<file path="src/rtl/seg7_num_display.sv">
`default_nettype none
// ============================================================================
// Module   : seg7_num_display
// Purpose  : Multi-digit 7-segment driver. A loaded binary value, optionally
//            two's complement, is converted to BCD with a sequential
//            shift-add-3 (one bit per cycle). The result is then composed into
//            active-low segment bytes with leading-zero blanking, a minus sign,
//            overflow dashes and per-digit decimal points.
// Ports    : iCLK    - system clock
//            iRST    - synchronous active-high reset
//            iLoad   - start strobe, sampled only while oReady=1
//            iValue  - value to display (DATA_W bits)
//            iSigned - treat iValue as two's complement (captured with iLoad)
//            iLzb    - leading-zero blanking enable (captured with iLoad)
//            iDp     - per-digit decimal point, active-high (captured)
//            iBlink  - blank the display on the blink phase (SEG7_BLINK_EN)
//            oReady  - high in IDLE only
//            oDone   - one-cycle pulse after oHEX has been updated
//            oOvf    - last loaded value did not fit the display
//            oHEX    - segments, active-low, digit k at [8k+7:8k], bit 7 = DP
// Options  : SEG7_BLINK_EN - adds BLINK_DIV parameter, iBlink input and a
//            free-running blink divider that masks oHEX.
// Revision : 1.0 - initial release
// ============================================================================
module seg7_num_display #(
   parameter int DATA_W = 14,
   parameter int DIGITS = 4
`ifdef SEG7_BLINK_EN
   ,
   parameter int BLINK_DIV = 25000000
`endif
) (
   input  logic                  iCLK,
   input  logic                  iRST,
   input  logic                  iLoad,
   input  logic [DATA_W-1:0]     iValue,
   input  logic                  iSigned,
   input  logic                  iLzb,
   input  logic [DIGITS-1:0]     iDp,
`ifdef SEG7_BLINK_EN
   input  logic                  iBlink,
`endif
   output logic                  oReady,
   output logic                  oDone,
   output logic                  oOvf,
   output logic [8*DIGITS-1:0]   oHEX
);

   // 10^n as a 64-bit elaboration-time constant
   function automatic logic [63:0] pow10(input int n);
      logic [63:0] r;
      r = 64'd1;
      for (int i = 0; i < n; i++) begin
         r = r * 64'd10;
      end
      return r;
   endfunction

   // Active-low segment pattern for a BCD nibble
   function automatic logic [7:0] seg7(input logic [3:0] n);
      logic [7:0] s;
      case (n)
         4'd0:    s = 8'hC0;
         4'd1:    s = 8'hF9;
         4'd2:    s = 8'hA4;
         4'd3:    s = 8'hB0;
         4'd4:    s = 8'h99;
         4'd5:    s = 8'h92;
         4'd6:    s = 8'h82;
         4'd7:    s = 8'hF8;
         4'd8:    s = 8'h80;
         4'd9:    s = 8'h90;
         default: s = 8'hFF;
      endcase
      return s;
   endfunction

   localparam int          CNT_W     = $clog2(DATA_W + 1);
   localparam int          BCD_W     = 4 * DIGITS;
   // Largest magnitude that fits; a negative value gives up one digit to the sign
   localparam logic [63:0] LIMIT_POS = pow10(DIGITS) - 64'd1;
   localparam logic [63:0] LIMIT_NEG = pow10(DIGITS - 1) - 64'd1;
   localparam logic [7:0]  SEG_BLANK = 8'hFF;
   localparam logic [7:0]  SEG_DASH  = 8'hBF;

   localparam logic [1:0]  ST_IDLE   = 2'd0;
   localparam logic [1:0]  ST_CONV   = 2'd1;
   localparam logic [1:0]  ST_DISP   = 2'd2;

   logic [1:0]          state_q, state_d;
   logic                ready, start, last_step;

   logic [CNT_W-1:0]    cnt_q;
   logic [DATA_W-1:0]   mag_q;
   logic [BCD_W-1:0]    bcd_q;
   logic                neg_q, ovf_q, lzb_q;
   logic [DIGITS-1:0]   dp_q;
   logic [8*DIGITS-1:0] hex_q, hex_d;
   logic                ovf_out_q, done_q;

   logic                neg_in;
   logic [DATA_W:0]     val_ext, mag_in;
   logic                ovf_in;

   logic [BCD_W-1:0]    bcd_adj, bcd_step;
   logic [DATA_W-1:0]   mag_step;

   int                  hi_digit;
   logic [7:0]          dig;

   // ------------------------------------------------------------------------
   // FSM: state register
   // ------------------------------------------------------------------------
   always_ff @(posedge iCLK) begin
      if (iRST) begin
         state_q <= ST_IDLE;
      end else begin
         state_q <= state_d;
      end
   end

   // FSM: next state
   always_comb begin
      state_d = state_q;
      case (state_q)
         ST_IDLE: if (iLoad)     state_d = ST_CONV;
         ST_CONV: if (last_step) state_d = ST_DISP;
         ST_DISP:                state_d = ST_IDLE;
         default:                state_d = ST_IDLE;
      endcase
   end

   // FSM: outputs
   always_comb begin
      ready     = (state_q == ST_IDLE);
      start     = ready & iLoad;
      last_step = (state_q == ST_CONV) && (cnt_q == CNT_W'(1));
   end

   // ------------------------------------------------------------------------
   // Input capture: sign, magnitude (one extra bit so the most negative value
   // negates cleanly) and overflow decision against the constant limits.
   // ------------------------------------------------------------------------
   always_comb begin
      neg_in  = iSigned & iValue[DATA_W-1];
      val_ext = {neg_in, iValue};
      mag_in  = neg_in ? (~val_ext + (DATA_W+1)'(1)) : val_ext;
      ovf_in  = neg_in ? (64'(mag_in) > LIMIT_NEG) : (64'(mag_in) > LIMIT_POS);
   end

   // ------------------------------------------------------------------------
   // One shift-add-3 step: correct nibbles >= 5, then shift {bcd, mag} left.
   // Bits shifted past the top nibble are dropped (only happens on overflow).
   // ------------------------------------------------------------------------
   always_comb begin
      bcd_adj = bcd_q;
      for (int k = 0; k < DIGITS; k++) begin
         if (bcd_q[4*k +: 4] >= 4'd5) begin
            bcd_adj[4*k +: 4] = bcd_q[4*k +: 4] + 4'd3;
         end
      end
      bcd_step = {bcd_adj[BCD_W-2:0], mag_q[DATA_W-1]};
      mag_step = {mag_q[DATA_W-2:0], 1'b0};
   end

   // ------------------------------------------------------------------------
   // Display composition from the finished BCD value
   // ------------------------------------------------------------------------
   always_comb begin
      hi_digit = 0;
      for (int k = 0; k < DIGITS; k++) begin
         if (bcd_q[4*k +: 4] != 4'd0) begin
            hi_digit = k;
         end
      end

      hex_d = '1;
      dig   = SEG_BLANK;
      for (int k = 0; k < DIGITS; k++) begin
         dig = SEG_BLANK;
         if (ovf_q) begin
            dig = SEG_DASH;
         end else if (!lzb_q) begin
            // A non-overflowing negative value always has a zero top digit
            dig = (neg_q && (k == DIGITS - 1)) ? SEG_DASH : seg7(bcd_q[4*k +: 4]);
         end else if (k <= hi_digit) begin
            dig = seg7(bcd_q[4*k +: 4]);
         end else if (neg_q && (k == hi_digit + 1)) begin
            dig = SEG_DASH;
         end
         if (dp_q[k]) begin
            dig[7] = 1'b0;
         end
         hex_d[8*k +: 8] = dig;
      end
   end

   // ------------------------------------------------------------------------
   // Datapath registers
   // ------------------------------------------------------------------------
   always_ff @(posedge iCLK) begin
      if (iRST) begin
         cnt_q     <= '0;
         mag_q     <= '0;
         bcd_q     <= '0;
         neg_q     <= 1'b0;
         ovf_q     <= 1'b0;
         lzb_q     <= 1'b0;
         dp_q      <= '0;
         hex_q     <= '1;
         ovf_out_q <= 1'b0;
         done_q    <= 1'b0;
      end else begin
         done_q <= 1'b0;
         if (start) begin
            neg_q <= neg_in;
            ovf_q <= ovf_in;
            lzb_q <= iLzb;
            dp_q  <= iDp;
            mag_q <= mag_in[DATA_W-1:0];
            bcd_q <= '0;
            cnt_q <= CNT_W'(DATA_W);
         end else if (state_q == ST_CONV) begin
            bcd_q <= bcd_step;
            mag_q <= mag_step;
            cnt_q <= cnt_q - CNT_W'(1);
         end else if (state_q == ST_DISP) begin
            hex_q     <= hex_d;
            ovf_out_q <= ovf_q;
            done_q    <= 1'b1;
         end
      end
   end

   assign oReady = ready;
   assign oDone  = done_q;
   assign oOvf   = ovf_out_q;

`ifdef SEG7_BLINK_EN
   // Free-running blink divider; masks the output only, never the register
   localparam int BLK_W = (BLINK_DIV > 1) ? $clog2(BLINK_DIV) : 1;

   logic [BLK_W-1:0] blk_cnt_q;
   logic             blk_phase_q;

   always_ff @(posedge iCLK) begin
      if (iRST) begin
         blk_cnt_q   <= '0;
         blk_phase_q <= 1'b0;
      end else if (blk_cnt_q == BLK_W'(BLINK_DIV - 1)) begin
         blk_cnt_q   <= '0;
         blk_phase_q <= ~blk_phase_q;
      end else begin
         blk_cnt_q   <= blk_cnt_q + BLK_W'(1);
      end
   end

   assign oHEX = (iBlink && blk_phase_q) ? '1 : hex_q;
`else
   assign oHEX = hex_q;
`endif

endmodule
`default_nettype wire

</file>
<file path="config.mk">
export PLATFORM = sky130hd
export DESIGN_NAME = seg7_num_display
export DESIGN_NICKNAME = d
export VERILOG_FILES = /design/src/rtl/seg7_num_display.sv
export SDC_FILE = /design/constraint.sdc
export NUM_CORES = 1
export LEC_CHECK = 0
export BUFFER_PORTS_ARGS = -buffer_cell sky130_fd_sc_hd__buf_2
export CELL_PAD_IN_SITES_DETAIL_PLACEMENT = 0
export CELL_PAD_IN_SITES_GLOBAL_PLACEMENT = 1
export CORE_MARGIN = 2
export CORE_UTILIZATION = 40
export CTS_CLUSTER_SIZE = 8
export DETAILED_ROUTE_END_ITERATION = 7
export PLACE_DENSITY_LB_ADDON = 0.1
export SYNTH_ARGS = -nofsm -noshare
export SYNTH_HDL_FRONTEND = slang
export SYNTH_SLANG_ARGS = --single-unit
export TNS_END_PERCENT = 20
</file>
<file path="constraint.sdc">
create_clock -name iCLK -period 5.6 [get_ports iCLK]
set_clock_uncertainty 0.15 [all_clocks]
set_input_delay 1.12 -clock iCLK [delete_from_list [all_inputs] [get_ports iCLK]]
set_output_delay 1.12 -clock iCLK [all_outputs]
set_load 0.005 [all_outputs]
</file>
Word level (Yosys, flattened, before mapping) --
Memory sizes are Yosys's and may differ from the RTL's. A register that Yosys moved wholly into a read port is not among the register bits. Cells that the tools add are included.
Operators by class: multiplexer cells 54, $add $sub $neg 7, equality and inequality tests 8, reductions and logical operators 15, bitwise operators 5, order comparisons 10
Operators with widths (number):
- 8-bit 2-to-1 mux | 13
- 4-bit 2-to-1 mux | 21
- 3-bit by 32-bit == test with 1-bit output (first input constant) | 2
- 3-bit by 32-bit <= comparator with 1-bit output (first input constant) | 2
- 32-bit 2-to-1 mux | 2
- 32-bit by 2-bit adder with 32-bit output (second input constant) | 1
- 2-bit by 32-bit == test with 1-bit output (first input constant) | 1
- 1-bit by 32-bit <= comparator with 1-bit output (first input constant) | 1
- 2-bit by 32-bit <= comparator with 1-bit output (first input constant) | 1
- 32-bit logical NOT | 1
- 14-bit 2-to-1 mux | 2
- 7-bit 2-to-1 mux | 4
- 4-bit by 3-bit >= comparator with 1-bit output (second input constant) | 4
- 15-bit by 1-bit adder with 15-bit output (second input constant) | 1
- 15-bit by 10-bit greater-than comparator with 1-bit output (second input constant) | 1
- 15-bit by 14-bit greater-than comparator with 1-bit output (second input constant) | 1
- 15-bit 2-to-1 mux | 1
- 15-bit inverter | 1
- 4-bit by 2-bit adder with 4-bit output (second input constant) | 3
- 4-bit nonzero test | 3
- 1-bit 2-to-1 mux | 7
- 1-bit logical AND | 5
- 4-bit by 1-bit == test with 1-bit output (second input constant) | 1
- 2-bit 2-to-1 mux | 2
- other kinds (15) | 18
Word-level totals: register bits after elaboration 77, bits of input ports 23, bits in read-only memories 896, memories 8, output and inout port bits 35
Memory list:
- (name not given) | depth 16, bits a word 7, rd ports 1, clocked after memory_dff 1, write ports 0, line 62 | case (n)
- (name not given) | depth 16, bits a word 7, rd ports 1, clocked after memory_dff 1, write ports 0, line 62
- (name not given) | depth 16, bits a word 7, rd ports 1, clocked after memory_dff 1, write ports 0, line 62
- (name not given) | depth 16, bits a word 7, rd ports 1, clocked after memory_dff 1, write ports 0, line 62
- (name not given) | depth 16, bits a word 7, rd ports 1, clocked after memory_dff 1, write ports 0, line 62
- (name not given) | depth 16, bits a word 7, rd ports 1, clocked after memory_dff 1, write ports 0, line 62
- 2 more memories

Depth between registers and ports, before layout --
Gate-level depths: netlist of the first run.
depth after elaboration 12, depth in mapped cells 12

Worst setup path after synthesis of the first run --
Ideal clock, no wire load.
path type input -> register, start point input iLoad, end point register with a tool-made name, arrival time 2609 ps, buffers on the path 2, path slack 2722 ps, required time 5331 ps, stages on the path 9, cell sequence nand2_2 > nand2b_1 > buf_2 > buf_2 > nor2_1 > inv_1 > ha_1 > or3_1 > o221a_2
RTL lines:
- start: declaration | line 35 | input logic iLoad,

==> results of run 1 <==
[logic make-up (layout without fill, tap and decap cells)]
kind of cell,after synthesis,count (layout),synth area share
DFF,105,105,0.4020
buffers and inverters,51,101,0.04260
xor gates and xnor gates,22,22,0.03685
AOI/OAI and AO/OA,175,175,0.2364
muxes,4,4,0.008614
adders and majority gates,32,32,0.07657
and+or+nand+nor,208,208,0.1969
[metrics by stage]
stage	hold slack [ns]	setup WS, ns	cells
3_3_place_gp	0.2766	2.236	803
5_1_grt	0.3219	2.137	819
3_5_place_dp	0.2845	2.219	803
2_1_floorplan	0.2718	2.722	597
6_report	0.2951	2.360	819
4_1_cts	0.3008	2.398	819
[power by group through the flow]
stage               sequential [mW]  combinational, mW  clock (mW)
floorplan                     0.807              0.155           0
global placement              0.817              0.202           0
detailed placement            0.818              0.203           0
CTS                           0.801              0.204       0.612
global route                  0.805              0.230       0.639
finish                        0.801              0.204       0.593
[layer usage]
layer,vias up,part of all wire
met5,-,0
met1,2039,0.49
met3,14,0.035
met2,89,0.46
li1,2218,-
met4,0,0.015
[worst max-delay path, cell delays in order, from the launching register on]
cell	delay (ns)
dfxtp_1	0.52
nor2b_1	0.91
buf_4	0.33
nor2_1	0.06
a21oi_2	0.25
nor2_1	0.12
ha_1	0.19
or3_1	0.37
o221a_2	0.23
[layout make-up]
cell class | instances | area [um^2] | share of cell area
clock buffers | 12 | 246.5 | 0.04170
flip-flops and latches | 105 | 2102 | 0.3556
repair buffers | 63 | 330.3 | 0.05588
well taps | 172 | 215.2 | 0.03641
multi-input cells | 441 | 2907 | 0.4917
inverters | 22 | 82.58 | 0.01397
clock inverters | 4 | 27.53 | 0.004657
[how the worst min path moves through the flow]
stage	startpoint	end	slack (ns)	cells past startpoint
after floorplan	register	oHEX[10]$_SDFFE_PP1P_	0.27	2
after global placement	register	oHEX[18]$_SDFFE_PP1P_	0.28	2
after detailed placement	register	oHEX[20]$_SDFFE_PP1P_	0.28	2
after CTS	register	oHEX[20]$_SDFFE_PP1P_	0.30	2
after global routing	register	oHEX[18]$_SDFFE_PP1P_	0.32	2
final	register	oHEX[20]$_SDFFE_PP1P_	0.30	2
[layout by cell type (no fill, tap or decap), drive strengths merged, types with 7 or more instances in the layout]
master / synthesis / layout
nand2: 47 / 47
o21ai: 29 / 29
a21oi: 36 / 36
ha: 32 / 32
o21a: 7 / 7
dfxtp: 105 / 105
o21bai: 7 / 7
nand2b: 31 / 31
o22ai: 18 / 18
clkbuf: 16 / 12
and2: 11 / 11
xnor2: 16 / 16
a211oi: 13 / 13
buf: 13 / 63
nor3: 11 / 11
o311a: 9 / 9
inv: 22 / 23
nor2: 77 / 77
==> flow_summary.toml, run 1 <==
[place]
dp_hpwl_um = 8695
port_buffers = 57
placedInstanceArea_um2 = 5637
gp_congestion = 0.8734

[yosys]
async_flop_share = 0
synth_edf_count = 0
synth.ff_latch_count = 105
synthFlopType = "dfxtp_1"
synth_area_um2 = 5229
synth_cell_types = 65
synth_fp_nets = 652
yosysSeqAreaShare = 0.4020
avgSynthCellArea_um2 = 8.758
yosys-top-cells-area = "dfxtp_1 (40%), ha_1 (7.7%), nor2_1 (5.5%), nand2b_1 (3.7%), nand2_1 (3.2%)"
synth_top_area_cell = "dfxtp_1"
synthMostInstantiatedCell = "dfxtp_1"
yosysWarnings = 0
synth_common_cells = "dfxtp_1 (105), nor2_1 (76), nand2_1 (45), a21oi_1 (32), ha_1 (32)"
yosysTopAreaCellShare = 0.4020
syn_inst = 597

[floorplan]
die-width_um = 118.3
coreArea_um2 = 12670
num_rows = 41
die_area_um2 = 14000
pin_count = 58
fp.dieH_um = 118.3
initial_core_util = 0.4127

[power]
swShare = 0.2666
p_switching_mw = 0.4260
p_leak_nw = 2.336
pwr-share-clk = 0.371
power_mw = 1.598
internal_power_mw = 1.172
pwr_density_cell_nw_per_um2 = 270.4
pwr-share-comb = 0.127
p_seq_frac = 0.501
ir_drop_uv = 138.8

[run_status]
status = "finished, final reports clean"

[detailed_routing]
drc_errors = 0
wirelength_um = 12110
drtIter0Drc = 264
dr.pass1.iters = 5
postRouteAntennaNets = 0
via_per_inst = 5.324
dr_total_vias = 4360
wl_per_cell_um = 14.78

[timing]
timing_hold_violations_final = 0
fin_crit_sh = 0.5785
finalSetupViolations = 0
tns_ns = 0
rsz0062_at_grt = "false"
tightestPinTransition_ns = 1.112
min_period_ns = 3.240
max_freq_mhz = 308.7
slew_headroom = 0.2554
finalMaxSlewViolations = 0

[grt]
grt_overflow = 0
antenna_found_initial = 0
grt_util_met3 = 0.02992
grt_max_degree = 60
grt_pass1_vias = 4064
use_met2 = 0.2847
grt_busiest_layer = "met2"
grt_use_total = 0.1778
use_met1 = 0.2414
grt_first_pass_wirelength_um = 20280

[clocking]
cts_buffer_depth = 2
clk_pin_slew_worst_paths_ns = 0.07
postCtsSetupBuffers = 0
cts_root_buf = "clkbuf_16"
hold_buffers = 0
post_cts_resized = 0
cts_tree = "yes"
cts_buffers = 9
clock_sinks = 105
insertion_delay_ns = 0.35
htreeDepth = 3

[critical_path]
crit_path_max_fanout = 12
critPathKind = "reg -> reg"
ff2ff_path_depth = 8
worstPathArrival_ns = 3.33
worstSetupStartpointType = "register"
critPathLaunch = "state_q[0]$_SDFFE_PP0P_"
reg2reg_from = "state_q[0]$_SDFFE_PP0P_"
worstSetupEndpointType = "register"
regToRegSetupSlack_ns = 2.36
critPathRequiredTime_ns = 5.69

[finish]
stdcell_area_um2 = 5911
drive_gt1_frac = 0.1515
area_growth_pct = 13.04
num-fill-cells = 1222
layout.nets = 697
antennaDiodeCount = 0
final_util = 0.4665

[flow_run]
cap_violations = 0

[hold_path]
hold_path_class = "reg -> reg"
No activity file was read; power rests on OpenSTA's default activity.
==> inputs of run 2 (changes only) <==
==> constraint.sdc (replaced) <==
create_clock -name iCLK -period 2.6 [get_ports iCLK]
set_clock_uncertainty 0.15 [all_clocks]
set_input_delay 0.52 -clock iCLK [delete_from_list [all_inputs] [get_ports iCLK]]
set_output_delay 0.52 -clock iCLK [all_outputs]
set_load 0.005 [all_outputs]
==> flow_summary.toml, run 2 (same netlist as run 1, synthesis figures left out) <==
[critical_path]
critPathRequiredTime_ns = 2.70
worstSetupEndpointType = "register"
critPathSlowestCell = "or3_1"
cp.buffers_inverters = 1
slowest_delay_ns = 0.38
crit_path_max_fanout = 3
regToRegSetupSlack_ns = 0.12
crit_family = "simple AND/OR/NAND/NOR gates"
worstPathArrival_ns = 2.57
worstPathCellList = "inv_1 > ha_1 > nand2b_1 > nor3b_2 > a211oi_1 > a21oi_1 > and2_4 > ha_1 > or3_1 > o221a_2"
ff2ff_path_depth = 10
critPathKind = "reg -> reg"
worstSetupStartpointType = "register"
crit_top_cell = "ha_1"
reg2reg_from = "bcd_q[9]$_SDFFE_PP0P_"

[timing]
max_freq_mhz = 403.6
timing_hold_violations_final = 0
finalMaxSlewViolations = 0
fin_crit_sh = 0.9531
min_period_ns = 2.478
tightestPinTransition_ns = 0.6207
finalSetupViolations = 0
rsz0062_at_grt = "true"
whs_ns = 0.2543
slew_headroom = 0.5847

[finish]
final_util = 0.4882
layout.nets = 722
antennaDiodeCount = 0
mostFrequentLayoutCell = "dfxtp_1"
drive_gt1_frac = 0.2015
area_growth_pct = 18.31
num-fill-cells = 1225
stdcell_area_um2 = 6186
final_cell_mix = "dfxtp_1 (104), nor2_1 (72), buf_2 (57)"

[floorplan]
die_area_um2 = 14000
num_rows = 41
pin_count = 58
die-width_um = 118.3
coreArea_um2 = 12670
initial_core_util = 0.4127
fp.dieH_um = 118.3

[hold_path]
hold_path_class = "in -> reg"
hold_depth = 3
hp-start = "iDp[0]"
hold_end = "dp_q[0]$_SDFFE_PP0P_"

[detailed_routing]
wl_per_cell_um = 14.97
drc_errors = 0
dr.pass1.iters = 5
drtIter0Drc = 209
postRouteAntennaNets = 0
via_per_inst = 5.287
dr_total_vias = 4452
wirelength_um = 12610

[clocking]
cts_buffer_depth = 2
htreeDepth = 3
cts_tree = "yes"
clock_sinks = 105
cts_buffers = 9
clk_pin_slew_worst_paths_ns = 0.07
insertion_delay_ns = 0.35
cts_root_buf = "clkbuf_16"

[place]
gp_congestion = 0.8875
placedInstanceArea_um2 = 5842
port_buffers = 57
dp_hpwl_um = 9292

[grt]
grt_first_pass_wirelength_um = 20530
grt_overflow = 0
grt_max_degree = 45
grt_use_total = 0.1822
grt_pass1_vias = 4103
antenna_found_initial = 0

[power]
ir_drop_uv = 281.2
p_leak_nw = 2.475
pwr_density_cell_nw_per_um2 = 588.1
power_mw = 3.638

[run_status]
status = "finished, final reports clean"

[flow_run]
cap_violations = 0
run 2: cell types whose count changed in the layout (fill, tap and decap cells not counted), moves of 2 or more:
cell / change
buf_12: +2
bufinv_16: +2
nor2_1: -4
nor2_2: +4
buf_4: +23
run 2: how the worst max path moves through the flow:
stage	from	to	slack (ns)	depth (start not counted)
6_report	bcd_q[9]$_SDFFE_PP0P_	register	0.12	10
5_1_grt	bcd_q[9]$_SDFFE_PP0P_	register	-0.03	10
2_1_floorplan	state_q[1]$_SDFFE_PP0P_	register	0.21	11
3_3_place_gp	iSigned	ovf_q$_SDFFE_PP0P_	-0.01	7
3_5_place_dp	bcd_q[8]$_SDFFE_PP0P_	register	-0.002	11
4_1_cts	bcd_q[0]$_SDFFE_PP0P_	register	0.001	9
run 2: worst register-to-register path, delay by kind of cell (launching register included):
kind	cells	cell delay, ns
compound gates	3	0.56
fa+ha+maj	2	0.35
buf+inv	1	0.08
flops	1	0.34
simple gates	4	0.88
run 2: timing repair:
item,CTS,global route
resized for setup,0,13
buffers inserted,1,0
setup endpoints to repair,1,13
hold buffers,0,0
run 2: per-layer routing:
metal	share of wire	vias to the layer above	global-route usage	routed length, um
li1	-	2270	-	-
met1	0.49	2066	0.2484	6116
met2	0.46	98	0.2858	5752
met3	0.040	18	0.03185	498
met4	0.019	0	0.07078	239
met5	0	-	0	0
run 2: area by class of cell:
cell class	count	area, um^2	area share
inverters	22	82.58	0.01335
multi-input cells	441	2943	0.4757
clock buffers	10	229.0	0.03701
flip-flops and latches	105	2103	0.3400
clock inverters	4	70.07	0.01133
well taps	172	215.2	0.03479
repair buffers	88	543.0	0.08778
run 2: metrics by stage:
stage | cells | setup WS [ns] | setup TNS, ns
6_report | 842 | 0.1221 | 0
5_1_grt | 842 | -0.03014 | -0.07293
4_1_cts | 842 | 0.001152 | 0
3_5_place_dp | 827 | -0.001852 | -0.001852
3_3_place_gp | 827 | -0.01410 | -0.01410
2_1_floorplan | 597 | 0.2077 | 0
run 2: power breakdown:
part / internal (mW) / total (mW) / switching, mW
registers: 1.68 / 1.72 / 0.0415
logic: 0.218 / 0.508 / 0.290
clock network: 0.830 / 1.41 / 0.582
